--- config.mk ---
export PLATFORM = sky130hd
export DESIGN_NAME = seg_display_arbiter_flat
export DESIGN_NICKNAME = d
export VERILOG_FILES = /design/src/rtl/seg_pkg.sv /design/src/rtl/seg_display_arbiter_if.sv /design/src/rtl/bcd_to_seg7.sv /design/src/rtl/seg_display_arbiter.sv /design/src/flat_wrapper.sv
export SDC_FILE = /design/constraint.sdc
export NUM_CORES = 1
export LEC_CHECK = 0
export CAP_MARGIN = 20
export CORE_MARGIN = 1.5
export CORE_UTILIZATION = 40
export CTS_CLUSTER_SIZE = 16
export DETAILED_ROUTE_END_ITERATION = 16
export MAX_ROUTING_LAYER = met4
export PLACE_DENSITY = 0.63
export SKIP_LAST_GASP = 1
export SLEW_MARGIN = 20
export SYNTH_ARGS = -nofsm -noshare
export SYNTH_HDL_FRONTEND = slang
export SYNTH_HIERARCHICAL = 1
export SYNTH_SLANG_ARGS = --single-unit
--- constraint.sdc ---
create_clock -name CLK -period 4.7 [get_ports CLK]
set_input_delay 0.94 -clock CLK [delete_from_list [all_inputs] [get_ports CLK]]
set_output_delay 0.94 -clock CLK [all_outputs]
set_load 0.02 [all_outputs]
--- src/rtl/seg_pkg.sv ---
// Shared constants and types for the 7-segment display arbiter.
package seg_pkg;

  // Active-low segment patterns, bit order {g,f,e,d,c,b,a}
  localparam logic [6:0] SEG_0     = 7'b1000000;
  localparam logic [6:0] SEG_1     = 7'b1111001;
  localparam logic [6:0] SEG_2     = 7'b0100100;
  localparam logic [6:0] SEG_3     = 7'b0110000;
  localparam logic [6:0] SEG_4     = 7'b0011001;
  localparam logic [6:0] SEG_5     = 7'b0010010;
  localparam logic [6:0] SEG_6     = 7'b0000010;
  localparam logic [6:0] SEG_7     = 7'b1111000;
  localparam logic [6:0] SEG_8     = 7'b0000000;
  localparam logic [6:0] SEG_9     = 7'b0010000;
  localparam logic [6:0] SEG_BLANK = 7'b1111111;

  // Active-low anode enables; DIG0 is the leftmost digit
  localparam logic [3:0] AN_DIG0 = 4'b0111;
  localparam logic [3:0] AN_DIG1 = 4'b1011;
  localparam logic [3:0] AN_DIG2 = 4'b1101;
  localparam logic [3:0] AN_DIG3 = 4'b1110;
  localparam logic [3:0] AN_OFF  = 4'b1111;

  typedef enum logic [1:0] {
    VOL      = 2'd0,
    MSG_WAIT = 2'd1,
    MSG_SHOW = 2'd2
  } arb_state_e;

  // Anode pattern for a scan index
  function automatic logic [3:0] an_for_index(input logic [1:0] idx);
    logic [3:0] an;
    case (idx)
      2'd0:    an = AN_DIG0;
      2'd1:    an = AN_DIG1;
      2'd2:    an = AN_DIG2;
      default: an = AN_DIG3;
    endcase
    return an;
  endfunction

endpackage

--- src/rtl/seg_display_arbiter_if.sv ---
// Requester/display bus of the 7-segment display arbiter.
interface seg_display_arbiter_if;

  logic [15:0] vol_digits;
  logic        msg_req;
  logic [15:0] msg_digits;
  logic        msg_grant;
  logic        msg_done;
  logic [3:0]  an;
  logic [6:0]  seg;

  // Requesters and pin observers
  modport master (
    output vol_digits, msg_req, msg_digits,
    input  msg_grant, msg_done, an, seg
  );

  // The arbiter itself
  modport slave (
    input  vol_digits, msg_req, msg_digits,
    output msg_grant, msg_done, an, seg
  );

endinterface

--- src/rtl/bcd_to_seg7.sv ---
// Combinational BCD to active-low 7-segment decoder; codes 10..15 blank.
module bcd_to_seg7
  import seg_pkg::*;
(
  input  logic [3:0] bcd,
  output logic [6:0] seg_c
);

  // Digit lookup
  always_comb begin
    seg_c = SEG_BLANK;
    case (bcd)
      4'd0:    seg_c = SEG_0;
      4'd1:    seg_c = SEG_1;
      4'd2:    seg_c = SEG_2;
      4'd3:    seg_c = SEG_3;
      4'd4:    seg_c = SEG_4;
      4'd5:    seg_c = SEG_5;
      4'd6:    seg_c = SEG_6;
      4'd7:    seg_c = SEG_7;
      4'd8:    seg_c = SEG_8;
      4'd9:    seg_c = SEG_9;
      default: seg_c = SEG_BLANK;
    endcase
  end

endmodule

--- src/rtl/seg_display_arbiter.sv ---
// Scans a 4-digit 7-segment display and shares it between the volume meter
// and a message source; ownership only changes on frame boundaries.
module seg_display_arbiter
  import seg_pkg::*;
#(
  parameter int unsigned SCAN_DIV    = 131072,
  parameter int unsigned HOLD_FRAMES = 64
) (
  input  logic                  CLK,
  input  logic                  RESET,
  seg_display_arbiter_if.slave  bus
);

  localparam int unsigned DIV_W  = (SCAN_DIV > 1) ? $clog2(SCAN_DIV) : 1;
  localparam int unsigned HOLD_W = $clog2(HOLD_FRAMES + 1);

  logic [DIV_W-1:0]  div_q, div_d;
  logic [1:0]        idx_q, idx_d;
  arb_state_e        state_q, state_d;
  logic              armed_q, armed_d;
  logic [HOLD_W-1:0] hold_q, hold_d;
  logic [15:0]       shadow_q, shadow_d;
  logic              grant_q, grant_d;
  logic              done_q, done_d;
  logic [3:0]        an_q, an_d;
  logic [6:0]        seg_q, seg_d;

  logic              tick_c;
  logic              frame_end_c;
  logic [15:0]       src_c;
  logic [3:0]        nibble_c;
  logic [6:0]        seg_dec_c;

  // Digit-scan divider and frame boundary detect
  always_comb begin
    tick_c      = (div_q == DIV_W'(SCAN_DIV - 1));
    frame_end_c = tick_c && (idx_q == 2'd3);
    div_d       = tick_c ? '0 : div_q + DIV_W'(1);
  end

  // Arbiter FSM: grant and release only on frame_end
  always_comb begin
    state_d  = state_q;
    armed_d  = armed_q;
    hold_d   = hold_q;
    shadow_d = shadow_q;
    grant_d  = grant_q;
    done_d   = 1'b0;
    case (state_q)
      VOL: begin
        if (bus.msg_req && armed_q) state_d = MSG_WAIT;
      end
      MSG_WAIT: begin
        if (!bus.msg_req) begin
          state_d = VOL;
        end else if (frame_end_c) begin
          state_d  = MSG_SHOW;
          grant_d  = 1'b1;
          shadow_d = bus.msg_digits;
          hold_d   = HOLD_W'(HOLD_FRAMES);
          armed_d  = 1'b0;
        end
      end
      MSG_SHOW: begin
        if (frame_end_c) begin
          if (hold_q == HOLD_W'(1)) begin
            state_d = VOL;
            grant_d = 1'b0;
            done_d  = 1'b1;
            hold_d  = '0;
          end else begin
            hold_d = hold_q - HOLD_W'(1);
          end
        end
      end
      default: state_d = VOL;
    endcase
    // A low request re-arms, so a stuck-high requester cannot re-grab the display
    if (!bus.msg_req) armed_d = 1'b1;
  end

  // Source select follows the next state so the grant edge already shows the message
  always_comb begin
    idx_d    = tick_c ? idx_q + 2'd1 : idx_q;
    src_c    = (state_d == MSG_SHOW) ? shadow_d : bus.vol_digits;
    nibble_c = src_c[3:0];
    case (idx_d)
      2'd0:    nibble_c = src_c[15:12];
      2'd1:    nibble_c = src_c[11:8];
      2'd2:    nibble_c = src_c[7:4];
      default: nibble_c = src_c[3:0];
    endcase
    an_d  = tick_c ? an_for_index(idx_d) : an_q;
    seg_d = tick_c ? seg_dec_c : seg_q;
  end

  bcd_to_seg7 u_dec (
    .bcd   (nibble_c),
    .seg_c (seg_dec_c)
  );

  // State and pin registers
  always_ff @(posedge CLK or posedge RESET) begin
    if (RESET) begin
      div_q    <= '0;
      idx_q    <= 2'd3;
      state_q  <= VOL;
      armed_q  <= 1'b1;
      hold_q   <= '0;
      shadow_q <= '0;
      grant_q  <= 1'b0;
      done_q   <= 1'b0;
      an_q     <= AN_OFF;
      seg_q    <= SEG_BLANK;
    end else begin
      div_q    <= div_d;
      idx_q    <= idx_d;
      state_q  <= state_d;
      armed_q  <= armed_d;
      hold_q   <= hold_d;
      shadow_q <= shadow_d;
      grant_q  <= grant_d;
      done_q   <= done_d;
      an_q     <= an_d;
      seg_q    <= seg_d;
    end
  end

  assign bus.msg_grant = grant_q;
  assign bus.msg_done  = done_q;
  assign bus.an        = an_q;
  assign bus.seg       = seg_q;

endmodule

--- src/flat_wrapper.sv ---
// flat-port wrapper written by rule: the top's interface ports become plain ports
module seg_display_arbiter_flat import seg_pkg::*;
#(
  parameter int unsigned SCAN_DIV    = 131072,
  parameter int unsigned HOLD_FRAMES = 64
)
  (CLK, RESET, bus_vol_digits, bus_msg_req, bus_msg_digits, bus_msg_grant, bus_msg_done, bus_an, bus_seg);
  seg_display_arbiter_if bus_i ();
  input  logic CLK;
  input  logic RESET;
  input wire logic [$bits(bus_i.vol_digits)-1:0] bus_vol_digits;
  input wire logic [$bits(bus_i.msg_req)-1:0] bus_msg_req;
  input wire logic [$bits(bus_i.msg_digits)-1:0] bus_msg_digits;
  output wire logic [$bits(bus_i.msg_grant)-1:0] bus_msg_grant;
  output wire logic [$bits(bus_i.msg_done)-1:0] bus_msg_done;
  output wire logic [$bits(bus_i.an)-1:0] bus_an;
  output wire logic [$bits(bus_i.seg)-1:0] bus_seg;
  assign bus_i.vol_digits = bus_vol_digits;
  assign bus_i.msg_req = bus_msg_req;
  assign bus_i.msg_digits = bus_msg_digits;
  assign bus_msg_grant = bus_i.msg_grant;
  assign bus_msg_done = bus_i.msg_done;
  assign bus_an = bus_i.an;
  assign bus_seg = bus_i.seg;
  seg_display_arbiter #(.SCAN_DIV(SCAN_DIV), .HOLD_FRAMES(HOLD_FRAMES)) u_core (.CLK(CLK), .RESET(RESET), .bus(bus_i));
endmodule
==> impl_metrics.ini <==
[run_status]
status = completed

[yosys]
yosys_warnings = 6
synth_top_family_by_area = simple AND/OR/NAND/NOR gates
muxShareOfSynthArea_pct = 10.1
synth-xor-area-share_pct = 3.44
synthSimpleGateAreaFrac_pct = 16.4
synth_area_per_cell_sq_um = 10.5
syn_area_sq_um = 3020
ys_seq_elements = 58
synthesis.nets = 333
synth_cell_types = 54
synthAdderAreaFrac_pct = 4.14
seq_area_frac_synth_pct = 48.6
synth_compound_area_share_pct = 12.6
syn_inst = 288

[power_and_ir_drop]
leakage_uw = 0.00169
p_per_area_nw_per_um2 = 259
ir_worst_vdd_uv = 127

[hold_path]
hold_class = flip-flop to flip-flop
hold_end = u_core/div_q[0]
hold_path.startpoint = u_core/div_q[0]
min_path_cells = 1

[placed_design]
dpl.cell_count = 427
place.port_buffers = 47
dpl_cell_area_sq_um = 3570
gp_congestion = 0.780
dpl.hpwl_um = 4250

[die]
core_sq_um = 7290
die_area_sq_um = 8080
die_x_um = 89.9
dieHeight_um = 89.9
rows = 31
io_pins = 48
initial_core_util_pct = 41.4

[setup_path]
r2r_start = u_core/div_q[0]
path_class = flip-flop to flip-flop
setup.worst_path.start_class = flip-flop
end_kind = flip-flop
path_max_fanout = 15
r2r-end = u_core/bus.seg[3]
cp.required_ps = 4960
reg2regPathDepth = 16
critPathArrivalTime_ps = 4360
r2r_slack_ps = 610

[sta]
finalHoldViolations = 0
skew_ps = 11.5
fin_crit_sh_pct = 87.1
setup_violations = 0
fmax_mhz = 244
tns_ps = 0
rsz0062_at_grt = false
max-slew-margin-rel_pct = 41.5
worst_slew_pin_slew_ps = 877
min_period_ps = 4090
finalMaxSlewViolations = 0

[cells_and_area]
drive_gt1_share_pct = 17.4
final_area_sq_um = 3740
num-nets-final = 384
antenna_cells = 0
stdcell_count = 443
final_common_cell = clkdlybuf4s50_1
area_growth_pct = 24.0
mostFrequentLayoutCells = clkdlybuf4s50_1, dfrtp_1, nor2_1
fillers = 703

[grt]
grt_max_degree = 43
grt_pass1_wl_um = 10800
grt_antenna_before_repair = 0
grt_usage_pct = 17.3
grt_pass1_vias = 2360
overflow = 0

[routing]
wl_met2_um = 2710
via_count = 2241
route.detailed.drc = 0
wl_met3_um = 242
routed.top_layer = met4
met1Wirelength_um = 2840
finalWirelength_um = 5930
vias_per_cell = 5.06
drt-pass1-iter-count = 4
wl_per_cell_um = 13.4
ant_nets = 0
drtIter0Drc = 112

[clocking]
clk_pin_slew_ps = 60
cts_setup_buffers = 0
cts-root-buf = clkbuf_8
cts_tree = done
holdBufCountCts = 0
insertion_delay_ps = 340
clock_sinks = 58
cts.htree.levels = 3
cts_buffers = 9
post_cts_resized = 0
cts_max_path_buffers = 2

[run]
cap_violations = 0
[metrics by stage]
step / util [%] / setup slack [ps] / power (uW) / hold WS [ps]
6_report: 51.4 / 607 / 968 / 481
5_1_grt: 51.4 / 109 / 1010 / 519
4_1_cts: 51.3 / 380 / 987 / 485
3_5_place_dp: 48.9 / 410 / 572 / 471
3_3_place_gp: 48.9 / 506 / 572 / 462
2_1_floorplan: - / 1240 / 537 / 446
[sequential cells by signal (all words and copies together) (netlist names)]
register	cells
u_core/shadow_q	16
u_core/hold_q	7
u_core/bus.msg_grant	1
u_core/bus.msg_done	1
u_core/state_q	2
u_core/idx_q	2
u_core/bus.seg	7
u_core/bus.an	4
u_core/div_q	17
u_core/armed_q	1
[cells in the mapped netlist, drive strengths merged]
cell     number  share of area (%)
mux2i         8                2.8
mux4          3                2.2
and4          1               0.29
and4b         1               0.33
a21oi        16                2.8
clkbuf        4               0.50
and3b         1               0.29
o21a          1               0.25
or2           2               0.41
nand2        20                2.7
buf           5                1.5
ha           10                4.1
a22o          4                1.2
inv          21                2.6
and2          3               0.62
nor3         11                2.0
o31ai         1               0.25
and3          1               0.21
o2bb2ai       1               0.29
or2b          1               0.25
dfstp        14                 12
nand4         4               0.83
nand3b        1               0.25
o221ai        3               0.87
a31oi         4               0.83
xor2          7                2.0
a2111oi       2               0.79
nor2b         1               0.21
xnor2         4                1.4
nand4b        1               0.29
or4           1               0.37
o22a          5                1.4
o22ai         1               0.21
mux2         13                5.1
nor2         27                3.6
o21ai        21                3.7
nand2b        6                1.2
nand3         9                1.5
or3           5                1.0
dfrtp        44                 36
[logic make-up (layout without fill, tap and decap cells)]
family / Yosys count / after routing
mux: 24 / 24
buf+inv: 30 / 86
fa+ha+maj: 10 / 10
compound gates: 59 / 59
xor+xnor: 11 / 11
simple gates: 96 / 96
flops: 58 / 58
[critical path, cell delays in order, from the launching register on]
cell	delay (ps)
dfrtp_1	390
ha_1	210
and2_1	250
nand4_1	110
nor2_1	120
ha_2	380
mux2i_2	480
nand2_1	230
a21oi_1	200
a2111oi_2	80
a21oi_1	440
inv_1	180
ha_1	210
or2_1	240
a21oi_2	160
a31oi_1	50
mux2_2	270
[how the worst max path moves through the flow]
stage                     from  depth (start not counted)           endpoint  slack (ps)
6_report       u_core/div_q[0]                         16  u_core/bus.seg[3]         610
2_1_floorplan  u_core/div_q[0]                         18  u_core/bus.seg[3]        1240
4_1_cts        u_core/div_q[0]                         16  u_core/bus.seg[3]         380
3_3_place_gp   u_core/div_q[0]                         16  u_core/bus.seg[3]         510
3_5_place_dp   u_core/div_q[0]                         16  u_core/bus.seg[3]         410
5_1_grt        u_core/div_q[5]                         15  u_core/bus.seg[3]         110
[layout make-up]
cell class | instances | area (sq um) | area share, %
sequential | 58 | 1470 | 39.2
inverter | 21 | 78.8 | 2.10
clock inverter | 3 | 15.0 | 0.401
multi-input combinational | 200 | 1410 | 37.8
timing repair buffer | 49 | 485 | 13.0
clock buffer | 13 | 159 | 4.24
tap | 99 | 124 | 3.31
[where the power goes]
| group | switching [uW] | total [uW] | internal, uW |
|---|---|---|---|
| Combinational | 25.9 | 60.7 | 34.8 |
| Clock | 189 | 407 | 218 |
| Sequential | 0.607 | 501 | 500 |
[metal layers]
metal | vias to the layer above | global-route usage (%)
met4 | 0 | 9.52
met2 | 56 | 26.1
met1 | 1057 | 22.1
li1 | 1117 | -
met3 | 11 | 3.05
met5 | - | -
Note: power is estimated with default switching activity, not from simulation.
